[config.mk]
export PLATFORM = sky130hd
export DESIGN_NAME = pc_fetch_ctrl
export DESIGN_NICKNAME = d
export VERILOG_FILES = /design/src/rtl/pc_fetch_ctrl.sv
export SDC_FILE = /design/constraint.sdc
export NUM_CORES = 1
export LEC_CHECK = 0
export ABC_AREA = 1
export BUFFER_PORTS_ARGS = -buffer_cell sky130_fd_sc_hd__buf_2
export CORE_UTILIZATION = 45
export CTS_CLUSTER_SIZE = 40
export DETAILED_ROUTE_END_ITERATION = 12
export PLACE_DENSITY = 0.88
export SLEW_MARGIN = 25
export SYNTH_ARGS = -nofsm -noshare
export SYNTH_HDL_FRONTEND = slang
export SYNTH_SLANG_ARGS = --single-unit
[constraint.sdc]
create_clock -name clk -period 1.4 [get_ports clk]
set_input_delay 0.07 -clock clk [delete_from_list [all_inputs] [get_ports clk]]
set_output_delay 0.07 -clock clk [all_outputs]
set_load 0.03 [all_outputs]
[src/rtl/pc_fetch_ctrl.sv]
// Instruction-fetch sequencer driving the PC counter's en/load/sel/offset/base controls.
// Optional fetch timeout is enabled by defining FETCH_TIMEOUT_EN (sticky fetch_err, then HALT).
module pc_fetch_ctrl #(
    parameter int PC_W    = 16,
    parameter int OFF_W   = 8,
    parameter int TMO_CYC = 16
) (
    input  logic             clk,
    input  logic             rstn,
    input  logic             run,
    input  logic [PC_W-1:0]  pc_q,
    input  logic             zflag,
    input  logic [PC_W-1:0]  jr_base,
    output logic             mem_req,
    output logic [PC_W-1:0]  mem_addr,
    input  logic             mem_ready,
    input  logic [PC_W-1:0]  mem_rdata,
    output logic [PC_W-1:0]  ir,
    output logic             ir_valid,
    output logic             pc_en,
    output logic             pc_load,
    output logic             pc_sel,
    output logic [OFF_W-1:0] pc_offset,
    output logic [PC_W-1:0]  pc_base,
    output logic             halted,
    output logic             fetch_err
);

    typedef enum logic [2:0] {
        S_IDLE,
        S_FETCH,
        S_DECODE,
        S_UPDATE,
        S_HALT
    } state_t;

    localparam logic [3:0] OP_BR   = 4'h8;
    localparam logic [3:0] OP_BZ   = 4'h9;
    localparam logic [3:0] OP_JMP  = 4'hA;
    localparam logic [3:0] OP_JR   = 4'hB;
    localparam logic [3:0] OP_HALT = 4'hF;

    state_t state;

    logic [3:0]       opcode;
    logic             dec_load;
    logic             dec_sel;
    logic [OFF_W-1:0] dec_off;
    logic [PC_W-1:0]  dec_base;
    logic             accept;

    assign opcode = ir[PC_W-1 -: 4];
    assign accept = mem_req & mem_ready;

    // pc_q only moves on the UPDATE edge, so while mem_req is up it equals the PC seen on FETCH entry.
    assign mem_addr = mem_req ? pc_q : '0;

    always_comb begin
        dec_load = 1'b0;
        dec_sel  = 1'b0;
        dec_off  = '0;
        dec_base = '0;
        unique case (opcode)
            OP_BR: begin
                dec_load = 1'b1;
                dec_sel  = 1'b1;
                dec_off  = ir[OFF_W-1:0];
            end
            OP_BZ: begin
                if (zflag) begin
                    dec_load = 1'b1;
                    dec_sel  = 1'b1;
                    dec_off  = ir[OFF_W-1:0];
                end
            end
            OP_JMP: begin
                dec_load = 1'b1;
                dec_base = {4'h0, ir[PC_W-5:0]};
            end
            OP_JR: begin
                dec_load = 1'b1;
                dec_off  = ir[OFF_W-1:0];
                dec_base = jr_base;
            end
            default: ;
        endcase
    end

`ifdef FETCH_TIMEOUT_EN
    localparam int TW = $clog2(TMO_CYC + 1);
    localparam logic [TW-1:0] TMO_LAST = TW'(TMO_CYC - 1);
    logic [TW-1:0] tmo_cnt;
`else
    assign fetch_err = 1'b0;
`endif

    always_ff @(posedge clk or negedge rstn) begin
        if (!rstn) begin
            state     <= S_IDLE;
            mem_req   <= 1'b0;
            ir        <= '0;
            ir_valid  <= 1'b0;
            pc_en     <= 1'b0;
            pc_load   <= 1'b0;
            pc_sel    <= 1'b0;
            pc_offset <= '0;
            pc_base   <= '0;
            halted    <= 1'b0;
`ifdef FETCH_TIMEOUT_EN
            tmo_cnt   <= '0;
            fetch_err <= 1'b0;
`endif
        end else begin
            ir_valid <= 1'b0;
            pc_en    <= 1'b0;
            pc_load  <= 1'b0;
            pc_sel   <= 1'b0;
            case (state)
                S_IDLE: begin
                    if (run) begin
                        state   <= S_FETCH;
                        mem_req <= 1'b1;
`ifdef FETCH_TIMEOUT_EN
                        tmo_cnt <= '0;
`endif
                    end
                end
                S_FETCH: begin
                    if (accept) begin
                        ir       <= mem_rdata;
                        ir_valid <= 1'b1;
                        mem_req  <= 1'b0;
                        state    <= S_DECODE;
                    end
`ifdef FETCH_TIMEOUT_EN
                    else if (tmo_cnt == TMO_LAST) begin
                        fetch_err <= 1'b1;
                        mem_req   <= 1'b0;
                        halted    <= 1'b1;
                        state     <= S_HALT;
                    end else begin
                        tmo_cnt <= tmo_cnt + 1'b1;
                    end
`endif
                end
                S_DECODE: begin
                    if (opcode == OP_HALT) begin
                        halted <= 1'b1;
                        state  <= S_HALT;
                    end else begin
                        // Controls are registered here so they are stable for the whole UPDATE cycle.
                        pc_en     <= 1'b1;
                        pc_load   <= dec_load;
                        pc_sel    <= dec_sel;
                        pc_offset <= dec_off;
                        pc_base   <= dec_base;
                        state     <= S_UPDATE;
                    end
                end
                S_UPDATE: begin
                    if (run) begin
                        state   <= S_FETCH;
                        mem_req <= 1'b1;
`ifdef FETCH_TIMEOUT_EN
                        tmo_cnt <= '0;
`endif
                    end else begin
                        state <= S_IDLE;
                    end
                end
                S_HALT: state <= S_HALT;
                default: state <= S_IDLE;
            endcase
        end
    end

endmodule

==> reports/results.ini, run 1 <==
[grt]
grt_pass1_wl_um=9032
grtUsageTotal_pct=21.69
grt-ovfl-total=0
antenna_found_initial=0
grt_pass1_vias=2005
grt_start_max_net_pins=50

[routing]
dr_wl_met3_um=399
wl_met2_um=3039
wl_per_cell_um=12.07
drt-met1-wl_um=2458
vias_per_cell=4.623
antenna_left=0
dr.first_iter.drc_count=161
drc=1
firstDrtPassIters=8
dr_total_vias=2279
totalWireLength_um=5951
highest_layer=met4

[clocking]
clock_sinks=49
cts_tree=yes
clkSlewWorstSetupHoldPaths_ns=0.09
clock_path_buffers=2
cts_htree_levels=2
cts_buffers=5
cts_root_buffer=clkbuf_8
clk_latency_ns=0.31

[logic_synthesis]
netlist_area_um2=2381
syn_nets=339
yosys.cell_types.count=26
ys_seq_area_share_pct=51.50
netlist_instances=286
avgSynthCellArea_um2=8.325
ys_warn_count=0
synth-seq-cells=49

[final_layout]
layout_common_cells=buf_2 (114), nand2_1 (112), dfrtp_1 (49), inv_1 (37), o21ai_0 (21)
fill_cells=435
layout_commonest_cell=buf_2
nets=475
area.growth.synth_to_final_pct=40.36
drive_gt1_share_pct=37.12
final_util_pct=65.43
postLayoutCellArea_um2=3342
diodes=0

[sta]
rsz0062_at_grt=false
fin_setup_tns_ns=0
fmax_mhz=753.0
clock_skew_ns=0.008797
hold_viol_final=0
drv_slew=0
finalSetupViolCount=0
finalCritPeriodShare_pct=94.86
period_minus_slack_ns=1.328

[floorplanning]
die_area_um2=5586
io-pin-count=116
die_h_um=74.74
dieWidth_um=74.74
num_rows=26
core_area_um2=5107
start_util_pct=46.62

[setup_path]
worstSetupPathType=flop to flop
cp_cell_sequence=inv_2 > nand3_2 > nor2_4 > buf_12 > nand2_1 > o21ai_2
reg2reg_depth=6
reg2reg_from=state[2]$_DFFE_PN0P_
cp-endpoint=ir[6]$_DFFE_PN0P_
crit_path_max_fanout=33
cp.arrival_ns=1.57
cp_slowest_cell=dfrtp_1
worst_r2r_endpoint=ir[6]$_DFFE_PN0P_
worstSetupStartpointType=flop
critPathCaptureType=flop
regToRegSetupSlack_ns=0.07
crit_required_ns=1.64
critPathMaxStageDelay_ns=0.47
critPathLaunch=state[2]$_DFFE_PN0P_

[placed_design]
placed_area_um2=3030
finalWeightedCongestion=0.7874
numPortBuffers=114
hpwl_um=4359

[power]
p_sw_share_pct=50.40
p_sw_mw=3.934
seqPwrFrac_pct=31.5
combPwrFrac_pct=55.4
p_leak_nw=1.909
internal-power_mw=3.872
ir_drop_mv=1.132
p_clk_share_pct=13.1
power-per-cell-area_nw_per_um2=2336

[min_path]
hp-class=primary input to flop

[outcome]
failed_checks=design-rule violations
status=finished with violations

[job]
maxCapViolCount=0

==> Yosys cell counts <==
| cell | n | area, um^2 |
|---|---|---|
| a21oi_2 | 1 | 8.760 |
| buf_1 | 1 | 3.750 |
| buf_2 | 1 | 5.000 |
| buf_4 | 2 | 15.01 |
| buf_6 | 7 | 78.83 |
| clkbuf_1 | 1 | 3.750 |
| clkinv_1 | 1 | 3.750 |
| conb_1 | 1 | 3.750 |
| dfrtp_1 | 49 | 1226 |
| inv_1 | 37 | 138.9 |
| inv_2 | 1 | 3.750 |
| inv_4 | 1 | 6.260 |
| nand2_1 | 113 | 424.2 |
| nand2_2 | 1 | 6.260 |
| nand2_4 | 2 | 22.52 |
| nand3_1 | 11 | 55.05 |
| nand3_2 | 1 | 10.01 |
| nand3b_1 | 2 | 15.01 |
| nand4_1 | 2 | 12.51 |
| nor2_1 | 4 | 15.01 |
| nor2_4 | 3 | 33.78 |
| nor2_8 | 1 | 20.02 |
| nor3_2 | 1 | 10.01 |
| o21ai_0 | 21 | 105.1 |
| o21ai_1 | 8 | 40.04 |
| o21ai_2 | 13 | 113.9 |
==> per-stage QoR <==
stage	instances	hold slack, ns	power [mW]	setup WS (ns)
final	493	0.002297	7.805	0.07201
after global routing	493	0.01039	8.306	0.009085
after CTS	491	0.003181	7.787	0.07066
after detailed placement	466	0.07322	6.737	0.1085
after global placement	466	0.07211	6.621	0.1275
after floorplan	286	-0.2256	5.517	0.008376
==> sequential cells by signal, summed over array words and instances (netlist names) <==
signal     cells
pc_sel         1
pc_base       16
mem_req        1
pc_en          1
pc_offset      8
ir_valid       1
ir            16
halted         1
state          3
pc_load        1
==> worst min-delay path by stage <==
stage	start	endpoint	slack, ns	cells after the start
finish	jr_base[14]	pc_base[14]$_DFFE_PN0P_	0.002	3
global route	jr_base[14]	pc_base[14]$_DFFE_PN0P_	0.01	3
CTS	jr_base[15]	pc_base[15]$_DFFE_PN0P_	0.003	3
global placement	rstn	ir[8]$_DFFE_PN0P_	0.07	2
detailed placement	rstn	pc_base[10]$_DFFE_PN0P_	0.07	2
floorplan	rstn	halted$_DFFE_PN0N_	-0.23	0
==> kinds of logic (layout without fill, tap and decap cells) <==
family	after synthesis	in the layout	share of synthesized area [%]
and+or+nand+nor	141	141	26.22
DFF	49	49	51.50
other	1	1	0.1575
buffers and inverters	52	189	10.88
AOI/OAI and AO/OA	43	43	11.25
==> final cells by class <==
class	count	area, um^2	share of cell area (%)
flip-flops and latches	49	1226	36.69
multi-input cells	185	898.4	26.88
clock buffers	6	72.57	2.171
inverters	40	152.6	4.568
clock inverters	2	38.79	1.161
well taps	70	87.58	2.621
repair buffers	141	865.8	25.91
==> layer usage <==
layer,GRT usage [%],vias to the layer above
met5,0,-
met4,5.660,0
met3,5.355,6
met2,37.74,92
met1,27.05,1038
li1,-,1143
==> worst max-delay path, delay by kind of cell, from the launching register on <==
kind	cells	cell delay [ns]
AO/OA/AOI/OAI	1	0.07
AND/OR/NAND/NOR	3	0.36
flip-flops	1	0.47
buffers and inverters	2	0.35
==> power groups by stage <==
| stage | registers, mW | logic (mW) | clock network [mW] |
|---|---|---|---|
| floorplan | 3.58 | 1.94 | 0 |
| global placement | 2.47 | 4.15 | 0 |
| detailed placement | 2.47 | 4.27 | 0 |
| CTS | 2.45 | 4.31 | 1.02 |
| global route | 2.53 | 4.71 | 1.07 |
| finish | 2.46 | 4.33 | 1.02 |
==> what timing repair did <==
item	CTS	global route
hold endpoints to repair	65	0
buffers inserted	0	2
endpoints found under the setup margin	0	11
gates resized for setup	0	1
hold buffers	17	0
Power figures use the tool's default switching activity.
==> inputs of run 2 (changes only) <==
--- a/config.mk
+++ b/config.mk
@@ -5,12 +5,12 @@
 export SDC_FILE = /design/constraint.sdc
 export NUM_CORES = 1
 export LEC_CHECK = 0
-export ABC_AREA = 1
 export BUFFER_PORTS_ARGS = -buffer_cell sky130_fd_sc_hd__buf_2
+export CORE_ASPECT_RATIO = 0.5
 export CORE_UTILIZATION = 45
 export CTS_CLUSTER_SIZE = 40
 export DETAILED_ROUTE_END_ITERATION = 12
-export PLACE_DENSITY = 0.88
+export PLACE_DENSITY = 0.89
 export SLEW_MARGIN = 25
 export SYNTH_ARGS = -nofsm -noshare
 export SYNTH_HDL_FRONTEND = slang
==> run 2 against run 1 <==
The flow finishes with violations (negative setup slack). Highest routed layer unchanged. Critical path type unchanged. Largest power group unchanged. Clock skew increased by 0.00065 ns. Critical endpoint is now pc_sel$_DFF_PN0_. Area after synthesis decreased by 4.7%. Sequential power increased by 8.5%. Power increased by 8.2%.
==> reports/results.ini, run 2 <==
[power]
p_leak_nw=1.736  ; -9.1%
power-per-cell-area_nw_per_um2=2406  ; +3.0%
ir_drop_mv=1.426  ; +26%

[final_layout]
layout_common_cells=buf_2 (114), dfrtp_1 (44), o21ai_1 (19), and2_1 (17), o21ai_2 (15)
fill_cells=277  ; -36%
reg_top3=ir (16), pc_base (16), pc_offset (8)
final_util_pct=76.04  ; +11 points
nets=395  ; -17%
drive_gt1_share_pct=57.73  ; +21 points
area.growth.synth_to_final_pct=54.63
layout_commonest_cell=buf_2
seqCellArea_um2=1232  ; +0.51%
multi_input_area_um2=1180  ; +31%
diodes=0  ; unchanged

[logic_synthesis]
yosysTopAreaCellShare_pct=54.02  ; +2.5 points
yosys-top-cells-area=dfrtp_1 (54%), o21ai_0 (7.9%), mux2_2 (7.9%)
synth-seq-cells=49  ; unchanged
synth_common_cells=dfrtp_1 (49), o21ai_0 (36), and2_1 (17), mux2_2 (16)
ys_warn_count=0  ; unchanged
yosys.cell_types.count=32  ; +23%
synth-main-ff-cell=dfrtp_1
synthArstFlopShare_pct=100.0  ; unchanged
synth_top_cell_by_area=dfrtp_1
syn_nets=259  ; -24%
synth.most_common_cell=dfrtp_1
netlist_instances=206  ; -28%
avgSynthCellArea_um2=11.02  ; +32%
netlist_area_um2=2270  ; -4.7%
ys_seq_area_share_pct=54.02  ; +2.5 points
synth_edf_count=0  ; unchanged

[clocking]
cts_buffers=5  ; unchanged
cts_htree_levels=2  ; unchanged
clock_sinks=49  ; unchanged
clkSlewWorstSetupHoldPaths_ns=0.09  ; about the same
cts_tree=yes
clk_latency_ns=0.31  ; about the same
clock_path_buffers=2  ; unchanged
cts_root_buffer=clkbuf_8

[routing]
dr_total_vias=2425  ; +6.4%
totalWireLength_um=8502  ; +43%
dr.first_iter.drc_count=279  ; +73%
firstDrtPassIters=5  ; -3
drc=0  ; -1
wl_per_cell_um=20.79  ; +72%
vias_per_cell=5.929  ; +28%
antenna_left=0  ; unchanged

[setup_path]
crit_required_ns=1.63  ; about the same
critPathLaunch=state[0]$_DFFE_PN0P_
cp-endpoint=pc_sel$_DFF_PN0_
worstSetupStartpointType=flop
cp.arrival_ns=1.75  ; +0.18 ns
worst_r2r_endpoint=pc_sel$_DFF_PN0_
worstSetupPathType=flop to flop
critPathCaptureType=flop
regToRegSetupSlack_ns=-0.12  ; -0.19 ns
reg2reg_depth=4  ; -2
crit_path_max_fanout=18  ; -45%
reg2reg_from=state[0]$_DFFE_PN0P_

[sta]
whs_ns=0.005497  ; +0.003201 ns
finalSetupViolCount=42  ; +42
hold_viol_final=0  ; unchanged
period_minus_slack_ns=1.519  ; +0.1906 ns
drv_slew=0  ; unchanged
fmax_mhz=658.5  ; -13%
finalCritPeriodShare_pct=108.5  ; +14 points
rsz0062_at_grt=true
clock_skew_ns=0.009444  ; +0.0006461 ns
worst_slack_ns=-0.1186  ; -0.1906 ns

[grt]
gr-usage-met3_pct=8.933  ; +3.6 points
grt_busiest_layer=met2
grt_pass1_vias=2319  ; +16%
antenna_found_initial=0  ; unchanged
grt_start_max_net_pins=33  ; -34%
grt-ovfl-total=0  ; unchanged
grt_pass1_wl_um=12090  ; +34%
gr-usage-met1_pct=36.87  ; +9.8 points
met2_usage_pct=53.33  ; +16 points
grtUsageTotal_pct=31.79  ; +10 points

[floorplanning]
die_h_um=52.22  ; -30%
core_area_um2=4616  ; -9.6%
start_util_pct=49.17  ; +2.6 points
dieWidth_um=102.4  ; +37%
die_area_um2=5349  ; -4.2%
num_rows=17  ; -35%
io-pin-count=116  ; unchanged

[min_path]
min_from=mem_rdata[13]
hp-class=primary input to flop

[placed_design]
finalWeightedCongestion=0.9375  ; +19%
hpwl_um=4700  ; +7.8%
numPortBuffers=114  ; unchanged

[outcome]
failed_checks=negative setup slack
status=finished with violations

[job]
maxCapViolCount=0  ; unchanged

run 2: timing repair:
action / 4_1_cts / 5_1_grt
setup buffers: 2 / 1
pin swaps: 10 / 10
endpoints found under the hold margin: 30 / 0
gates cloned: 2 / 0
hold buffers: 14 / 0
resized for setup: 45 / 37
setup endpoints to repair: 40 / 47
run 2: cell families after synthesis:
logic type	after synthesis	share of synthesized area, %
AOI/OAI and AO/OA	57	14.22
DFF	49	54.02
and+or+nand+nor	49	13.67
muxes	28	13.23
buffers and inverters	22	4.686
other	1	0.1652
run 2: layer usage:
metal	routed length (um)	part of all wire [%]
met4	552	6.5
met5	0	0
met1	3057	36
met3	989	12
met2	3902	46
run 2: cell type report:
type                            count  area share (%)
Sequential cell                    49           35.12
Tap cell                           66           2.353
Timing Repair Buffer              145           25.17
Multi-Input combinational cell    137           33.62
Inverter                            4          0.4278
Clock buffer                        7           2.460
Clock inverter                      1          0.8556
run 2: metrics by stage:
stage / area, um^2 / setup slack, ns / TNS [ns] / total power [mW] / instances
2_1_floorplan: 2316 / -0.1541 / -4.357 / 5.253 / 206
3_3_place_gp: 2975 / -0.02620 / -0.2618 / 6.396 / 382
3_5_place_dp: 2975 / -0.1768 / -2.895 / 6.543 / 382
4_1_cts: 3385 / -0.07731 / -1.071 / 7.903 / 408
5_1_grt: 3510 / -0.1235 / -3.151 / 8.753 / 409
6_report: 3510 / -0.1186 / -2.364 / 8.445 / 409
run 2: worst min path at each step:
stage | slack, ns | to | depth (start not counted)
after floorplan | -0.23 | halted$_DFFE_PN0N_ | 0
after global placement | 0.03 | state[2]$_DFFE_PN0P_ | 1
after detailed placement | 0.04 | state[2]$_DFFE_PN0P_ | 1
after CTS | 0.007 | ir[12]$_DFFE_PN0P_ | 2
after global routing | 0.003 | ir[13]$_DFFE_PN0P_ | 2
final | 0.005 | ir[13]$_DFFE_PN0P_ | 2
run 2: power breakdown:
group / leakage [nW] / total, mW / switching, mW / internal, mW
logic: 1.07 / 4.72 / 3.08 / 1.65
clock network: 0.0585 / 1.05 / 0.466 / 0.583
registers: 0.608 / 2.67 / 0.645 / 2.03
run 2: worst max-delay path, cell delays in order (launching register included):
cell      delay [ns]
dfrtp_1         0.42
or3b_4          0.48
buf_12          0.19
nand2b_4        0.17
nor3_2          0.17
